===== config.mk =====
export PLATFORM = sky130hd
export DESIGN_NAME = alu_serial_flat
export DESIGN_NICKNAME = d
export VERILOG_FILES = /design/src/rtl/alu_serial_if.sv /design/src/rtl/alu_serial.sv /design/src/flat_wrapper.sv
export SDC_FILE = /design/constraint.sdc
export NUM_CORES = 1
export LEC_CHECK = 0
export ABC_AREA = 1
export CORE_MARGIN = 1
export CORE_UTILIZATION = 55
export CTS_CLUSTER_SIZE = 12
export DETAILED_ROUTE_END_ITERATION = 12
export PLACE_DENSITY_LB_ADDON = 0.1
export RECOVER_POWER = 25
export SLEW_MARGIN = 15
export SYNTH_ARGS = -nofsm -noshare
export SYNTH_HDL_FRONTEND = slang
export SYNTH_SLANG_ARGS = --single-unit

===== constraint.sdc =====
create_clock -name clk -period 2.6 [get_ports clk]
set_input_delay 0.52 -clock clk [delete_from_list [all_inputs] [get_ports clk]]
set_output_delay 0.52 -clock clk [all_outputs]
set_load 0.05 [all_outputs]

===== src/rtl/alu_serial_if.sv =====
// Operand/result handshake bundle for the bit-serial ALU.
interface alu_serial_if #(
   parameter int WIDTH = 16
);
   logic             in_valid;
   logic             in_ready;
   logic [WIDTH-1:0] a;
   logic [WIDTH-1:0] b;
   logic [1:0]       op;
   logic             out_valid;
   logic             out_ready;
   logic [WIDTH-1:0] result;
   logic             cout;
   logic             zero;
   logic             ovf;

   modport master (
      output in_valid, a, b, op, out_ready,
      input  in_ready, out_valid, result, cout, zero, ovf
   );

   modport slave (
      input  in_valid, a, b, op, out_ready,
      output in_ready, out_valid, result, cout, zero, ovf
   );
endinterface


===== src/rtl/alu_serial.sv =====
// Slice-serial ALU: NOR/XOR/ADD/SUB over WIDTH bits, SLICE bits per clock, LSB slice first.
// Optional zero/overflow flags enabled by defining ALU_SERIAL_FLAGS_EN.
//
// state | meaning
// IDLE  | waiting for operands, in_ready high
// RUN   | one slice computed per cycle, N = WIDTH/SLICE cycles
// DONE  | result held, out_valid high until out_ready
module alu_serial #(
   parameter int WIDTH = 16,
   parameter int SLICE = 4
) (
   input logic          clk,
   input logic          rst_n,
   alu_serial_if.slave  bus
);
   localparam int N  = WIDTH / SLICE;
   localparam int CW = (N > 1) ? $clog2(N) : 1;

   localparam logic [1:0] OP_NOR = 2'b00;
   localparam logic [1:0] OP_XOR = 2'b01;
   localparam logic [1:0] OP_SUB = 2'b11;

   if (WIDTH < 2 || SLICE < 1 || (WIDTH % SLICE) != 0) begin : g_bad_param
      $error("alu_serial: WIDTH must be >= 2 and divisible by SLICE");
   end

   typedef enum logic [1:0] {IDLE, RUN, DONE} state_t;

   state_t           state, state_nxt;
   logic [CW-1:0]    cnt;
   logic [WIDTH-1:0] a_q, b_q, res_q, res_nxt, seg_ext;
   logic [1:0]       op_q;
   logic             carry, cout_q;
   logic             in_ready_c, out_valid_c, accept, last_slice;
   logic [SLICE-1:0] a_seg, b_seg, seg;
   logic [SLICE:0]   sum;

   assign accept     = bus.in_valid && in_ready_c;
   assign last_slice = (cnt == CW'(N - 1));

   always_ff @(posedge clk or negedge rst_n) begin
      if (!rst_n) state <= IDLE;
      else        state <= state_nxt;
   end

   always_comb begin
      state_nxt   = state;
      in_ready_c  = 1'b0;
      out_valid_c = 1'b0;
      case (state)
         IDLE: begin
            in_ready_c = 1'b1;
            if (bus.in_valid) state_nxt = RUN;
         end
         RUN: begin
            if (last_slice) state_nxt = DONE;
         end
         DONE: begin
            out_valid_c = 1'b1;
            if (bus.out_ready) state_nxt = IDLE;
         end
         default: state_nxt = IDLE;
      endcase
   end

   // Operands shift right so the active slice always sits in the low bits.
   assign a_seg = a_q[SLICE-1:0];
   assign b_seg = b_q[SLICE-1:0];
   assign sum   = {1'b0, a_seg} + {1'b0, b_seg} + {{SLICE{1'b0}}, carry};

   always_comb begin
      case (op_q)
         OP_NOR:  seg = ~(a_seg | b_seg);
         OP_XOR:  seg = a_seg ^ b_seg;
         default: seg = sum[SLICE-1:0];
      endcase
   end

   always_comb begin
      seg_ext = '0;
      seg_ext[WIDTH-1 -: SLICE] = seg;
   end

   assign res_nxt = (res_q >> SLICE) | seg_ext;

   always_ff @(posedge clk or negedge rst_n) begin
      if (!rst_n) begin
         cnt    <= '0;
         a_q    <= '0;
         b_q    <= '0;
         op_q   <= '0;
         carry  <= 1'b0;
         res_q  <= '0;
         cout_q <= 1'b0;
      end else if (accept) begin
         a_q   <= bus.a;
         b_q   <= (bus.op == OP_SUB) ? ~bus.b : bus.b;
         op_q  <= bus.op;
         carry <= (bus.op == OP_SUB);
         cnt   <= '0;
      end else if (state == RUN) begin
         a_q   <= a_q >> SLICE;
         b_q   <= b_q >> SLICE;
         res_q <= res_nxt;
         carry <= op_q[1] & sum[SLICE];
         if (last_slice) begin
            cnt    <= '0;
            cout_q <= op_q[1] & sum[SLICE];
         end else begin
            cnt <= cnt + CW'(1);
         end
      end
   end

`ifdef ALU_SERIAL_FLAGS_EN
   logic zero_q, ovf_q;

   // b_seg is already inverted for SUB, so one same-sign test covers both ops.
   always_ff @(posedge clk or negedge rst_n) begin
      if (!rst_n) begin
         zero_q <= 1'b0;
         ovf_q  <= 1'b0;
      end else if (state == RUN && last_slice) begin
         zero_q <= (res_nxt == '0);
         ovf_q  <= op_q[1] & (a_seg[SLICE-1] == b_seg[SLICE-1])
                           & (seg[SLICE-1] != a_seg[SLICE-1]);
      end
   end

   assign bus.zero = zero_q;
   assign bus.ovf  = ovf_q;
`else
   assign bus.zero = 1'b0;
   assign bus.ovf  = 1'b0;
`endif

   assign bus.in_ready  = in_ready_c;
   assign bus.out_valid = out_valid_c;
   assign bus.result    = res_q;
   assign bus.cout      = cout_q;
endmodule

===== src/flat_wrapper.sv =====
// flat-port wrapper written by rule: the top's interface ports become plain ports
module alu_serial_flat 
#(
   parameter int WIDTH = 16,
   parameter int SLICE = 4
)
  (clk, rst_n, bus_in_valid, bus_a, bus_b, bus_op, bus_out_ready, bus_in_ready, bus_out_valid, bus_result, bus_cout, bus_zero, bus_ovf);
  alu_serial_if #(.WIDTH(WIDTH)) bus_i ();
  input logic clk;
  input logic rst_n;
  input wire logic [$bits(bus_i.in_valid)-1:0] bus_in_valid;
  input wire logic [$bits(bus_i.a)-1:0] bus_a;
  input wire logic [$bits(bus_i.b)-1:0] bus_b;
  input wire logic [$bits(bus_i.op)-1:0] bus_op;
  input wire logic [$bits(bus_i.out_ready)-1:0] bus_out_ready;
  output wire logic [$bits(bus_i.in_ready)-1:0] bus_in_ready;
  output wire logic [$bits(bus_i.out_valid)-1:0] bus_out_valid;
  output wire logic [$bits(bus_i.result)-1:0] bus_result;
  output wire logic [$bits(bus_i.cout)-1:0] bus_cout;
  output wire logic [$bits(bus_i.zero)-1:0] bus_zero;
  output wire logic [$bits(bus_i.ovf)-1:0] bus_ovf;
  assign bus_i.in_valid = bus_in_valid;
  assign bus_i.a = bus_a;
  assign bus_i.b = bus_b;
  assign bus_i.op = bus_op;
  assign bus_i.out_ready = bus_out_ready;
  assign bus_in_ready = bus_i.in_ready;
  assign bus_out_valid = bus_i.out_valid;
  assign bus_result = bus_i.result;
  assign bus_cout = bus_i.cout;
  assign bus_zero = bus_i.zero;
  assign bus_ovf = bus_i.ovf;
  alu_serial #(.WIDTH(WIDTH), .SLICE(SLICE)) u_core (.clk(clk), .rst_n(rst_n), .bus(bus_i));
endmodule

======== Word level (Yosys, flattened, before mapping) ========
Index checks and enable logic that the tools add are counted.
operators by class
  muxes and demuxes ....................... 17
  bitwise gates (word level) .............. 7
  reduce and logical (&&, ||, !) cells .... 7
  equal/unequal tests ..................... 8
  add/subtract/negate cells ............... 3
operators with widths
  kind                                                    count
  2-to-1 mux 16 bit                                       5
  inverter 16 bit                                         1
  bitwise OR 12 x 16 -> 16 bit                            1
  2-to-1 mux 2 bit                                        6
  case mux 4 bit (2 select lines)                         1
  == test 2 bit (second input constant)                   3
  case mux 2 bit (3 select lines)                         1
  AND reduction 3 bit                                     2
  adder 4 x 4 -> 5 bit                                    1
  adder 5 x 1 -> 5 bit                                    1
  == test 2 x 1 -> 1 bit (second input constant)          2
  logical NOT 2 bit                                       2
  2-to-1 mux 1 bit                                        4
  inequality test 2 bit (second input constant)           2
  inverter 4 bit                                          1
  bitwise OR 4 bit                                        1
  XOR 4 bit                                               1
  adder 2 x 1 -> 2 bit (second input constant)            1
  inequality test 2 x 1 -> 1 bit (second input constant)  1
  AND reduction 2 bit                                     1
  nonzero test 2 bit                                      1
  AND 1 bit                                               1
  logical AND 1 bit                                       1
  inverter 1 bit                                          1
storage, ports and cells
  register bits after elaboration ......... 56
  word-level logic and storage cells ...... 50
  output and inout port bits .............. 21
  input bits .............................. 38

======== Logic depth before layout (Yosys ltp) ========
  depth after elaboration ................. 5
  mapped depth ............................ 8
  depth with buffers taken out ............ 8

======== Worst setup path after synthesis ========
No wires, ideal clock.
  path type ............................... register to register
  start ................................... register u_core.carry
  end ..................................... register u_core.carry
  data required time ...................... 2.513 ns
  setup slack ............................. 0.894 ns
  stages on the path, launching flop included .. 9
  buffers on the path ..................... 0
  period minus slack after synthesis ...... 1.706 ns
  setup time .............................. 0.087 ns
  arrival time ............................ 1.619 ns
  path through ............................ dfrtp_1 -> inv_1 -> fa_1 -> fa_1 -> inv_1 -> nand3_1 -> a21oi_1 -> nand2_1 -> o211ai_1
between the ends
  word-level cells in the longest chain between the ends .. 4
RTL lines
  what                    RTL line           source
  from (decl)             alu_serial.sv:33   logic carry, cout_q;
  from (signal assigned)  alu_serial.sv:99   carry <= (bus.op == OP_SUB);
  from (signal assigned)  alu_serial.sv:105  carry <= op_q[1] & sum[SLICE];
  adder 5 x 1 -> 5 bit    alu_serial.sv:69   assign sum = {1'b0, a_seg} + {1'b0, b_seg} + {{SLICE{1'b0}}, carry};
  AND 1 bit               alu_serial.sv:105
  2-to-1 mux 1 bit        alu_serial.sv:101  end else if (state == RUN) begin
  2-to-1 mux 1 bit        alu_serial.sv:95   end else if (accept) begin
Every way passes these cells. The select of a mux whose other input is x is not followed.
A chain may end at the register's enable or synchronous reset.

======== Worst setup path in the final report ========
  start ................................... register u_core.state[0]
  end ..................................... output port bus_in_ready
between the ends
  word-level cells in the longest chain between the ends .. 2
RTL lines
  what                    RTL line            source
  from (decl)             alu_serial.sv:29    state_t state, state_nxt;
  from (signal assigned)  alu_serial.sv:43    else state <= state_nxt;
  logical NOT 2 bit       alu_serial.sv:50    case (state)
  2-to-1 mux 1 bit        alu_serial.sv:50
  to (decl)               flat_wrapper.sv:16  output wire logic [$bits(bus_i.in_ready)-1:0] bus_in_ready;
Every way passes these cells.

==> flow_summary.yaml <==
timing:
  setup_tns_ns: 0
  rsz0062_at_grt: "false"
  min_period_ns: 2.29
  tightest_slew_ns: 1.38
  drv_slew: 0
  max_freq_mhz: 437
  worst_slack_ns: 0.314
  hold_viol_final: 0
  max-slew-margin-rel_pct: 8.27
  hold_slack_ns: 0.486
  setup_viol: 0
  fin_crit_sh_pct: 87.9
  skew_ns: 0.00925
place:
  routabilityCongestion: 0.855
  dp_cells: 402
  io_buffers: 56
  hpwl_mm: 4.01
  pre_cts_ws_ns: 0.612
  dpl_cell_area_um2: 3380
critical_path:
  crit_family: "buffers and inverters"
  r2r_slack_ns: 0.65
  cp.required_ns: 2.08
  arrival_ns: 1.77
  r2r_start: "u_core.carry$_DFFE_PN0P_"
  path_buf_inv: 1
  cp-start-kind: "register"
  crit_slowest_cell: "clkdlybuf4s50_1"
  critPathKind: "register to primary output"
  r2r_cells: 8
  path_max_fanout: 4
  critical_path.max_stage_delay_ns: 0.83
  r2r_end: "u_core.carry$_DFFE_PN0P_"
  crit_path_end_kind: "primary output"
  crit_chain: "nor2_4, clkdlybuf4s50_1"
cells_and_area:
  post_route_cells_drive_above_1_share_pct: 8.24
  final_cell_area_um2: 3450
  fill_cells: 433
  diodes: 0
  layoutNonFillerInstCount: 410
  area_delta_synth_final_pct: 18.1
  seq_area_um2: 1400
  fin_util_pct: 67.6
  nNetsFinal: 387
  multi_input_area_um2: 1130
power:
  peakVddDrop_uv: 703
  clockPowerShare_pct: 11.2
  p_seq_share_pct: 33.2
  power_frac_comb_pct: 55.6
  p_leak_nw: 1.55
  p_sw_mw: 2.10
  p_int_mw: 2.33
  swShare_pct: 47.4
  total_power_mw: 4.43
  power.density_nw_per_um2: 1280
synthesis:
  synth_edf_count: 0
  ys.flop_type: "dfrtp_1"
  synth.avg_cell_area_um2: 9.75
  synthCells: 300
  yosys_register_bits: 56
  synthTopCellsByArea: "dfrtp_1 48%, nand2_1 8.7%, inv_1 5.4%"
  yosysWarnings: 0
  async_flop_share_pct: 100
  synthDistinctLibCells: 31
  synth.largest_area_cell: "dfrtp_1"
  synth_seq_area_share_pct: 47.9
  synth_top_area_share_pct: 47.9
  synth.cell_area_um2: 2920
  yosysMostFrequentCell: "nand2_1"
  ys_top_cells_by_count: "68 x nand2_1, 56 x dfrtp_1, 42 x inv_1"
min_path:
  worstHoldStart: "u_core.bus.result[3]$_DFFE_PN0P_"
  holdPathStages: 2
  hold_class: "register to register"
  min_to: "u_core.bus.result[3]$_DFFE_PN0P_"
global_routing:
  grt_max_degree: 38
  grt_usage_pct: 23.3
  grt_pass1_wl_mm: 9.81
  grt-ovfl-total: 0
  grt_pass1_vias: 2109
  grt_antenna_before_repair: 0
die:
  design.core.area_um2: 5110
  die_w_um: 74.9
  rows: 26
  dieHeight_um: 74.9
  dieArea_um2: 5610
  io_pins: 59
  start_util_pct: 57.3
clock_tree:
  postCtsHoldBufs: 0
  root_buffer: "clkbuf_8"
  postCtsSetupBuffers: 0
  clk_pin_slew_ns: 0.10
  clk_latency_ns: 0.31
  cts_resized: 0
  cts_buffer_depth: 2
  clock-sinks: 56
  tritoncts: "yes"
  cts_made_buffers: 5
  htree_levels: 2
route:
  drtPass1Iterations: 5
  initialDrtViolationCount: 153
  viasPerCell: 5.21
  ant_nets: 0
  wl_per_cell_um: 13.8
  drt_wl_total_mm: 5.66
  dr_total_vias: 2138
  post-route-drc-count: 0
run_status:
  status: "completed"
job:
  drv_cap: 0
==> routing by layer <==
metal	share of wire, %	track usage [%]	vias up
li1	-	-	1041
met2	49	39.0	59
met5	0	0	-
met1	46	31.1	1030
met4	1.0	5.03	0
met3	3.7	5.35	8
==> how the worst max path moves through the flow <==
stage	startpoint	end	slack, ns	cells after the start
2_1_floorplan	u_core.carry$_DFFE_PN0P_	u_core.carry$_DFFE_PN0P_	0.89	8
3_3_place_gp	bus_in_valid	u_core.a_q[14]$_DFFE_PN0P_	0.65	5
3_5_place_dp	bus_in_valid	u_core.cnt[1]$_DFFE_PN0P_	0.61	5
4_1_cts	u_core.state[0]$_DFFE_PN0P_	bus_in_ready	0.30	2
6_report	u_core.state[0]$_DFFE_PN0P_	bus_in_ready	0.31	2
5_1_grt	u_core.state[0]$_DFFE_PN0P_	bus_in_ready	0.24	2
==> power groups by stage <==
stage                     clock network, mW  logic, mW  registers [mW]
after CTS                             0.494       2.48            1.47
after global routing                  0.540       2.72            1.52
after floorplan                           0       2.01            1.55
final                                 0.496       2.46            1.47
after detailed placement                  0       2.47            1.49
after global placement                    0       2.40            1.47
==> registers in the layout, indices dropped and copies added, names as in the netlist <==
| register | cells |
|---|---|
| u_core.state | 2 |
| u_core.op_q | 2 |
| u_core.bus.result | 16 |
| u_core.cnt | 2 |
| u_core.b_q | 16 |
| u_core.bus.cout | 1 |
| u_core.carry | 1 |
| u_core.a_q | 16 |
==> tightest hold or removal path: stages (launching register included) <==
cell	delay, ns
dfrtp_1	0.36
nand2_1	0.05
nand2_1	0.05
==> kinds of logic after synthesis <==
group	synth area share, %
AO/OA/AOI/OAI	15.5
flip-flops	47.9
other	0.128
XOR/XNOR	4.79
adder cells (fa/ha/maj)	4.79
buffers and inverters	13.5
AND/OR/NAND/NOR	13.3
==> cell usage in the layout (no fill, tap or decap), types with 2 or more instances in the layout <==
cell type,netlist,final
a21oi_1,4,4
a22o_1,5,5
clkbuf_8,0,6
clkdlybuf4s50_1,0,55
clkinv_2,0,2
conb_1,1,2
dfrtp_1,56,56
fa_1,2,2
ha_1,8,8
inv_1,42,42
inv_2,2,2
nand2_1,68,68
nand2_2,2,2
nand3_1,9,9
nor2_1,9,9
o211ai_1,6,6
o21ai_0,7,7
o21ai_1,5,5
o221ai_1,10,10
o221ai_2,10,10
o22ai_1,4,4
xnor2_1,12,12
xor2_1,4,4
==> layout make-up <==
cell class | instances | area share, %
Tap cell | 70 | 2.54
Multi-Input combinational cell | 173 | 32.8
Inverter | 45 | 5.04
Clock buffer | 6 | 2.39
Timing Repair Buffer | 58 | 16.4
Clock inverter | 2 | 0.290
Sequential cell | 56 | 40.6
Power figures use the tool's default switching activity.
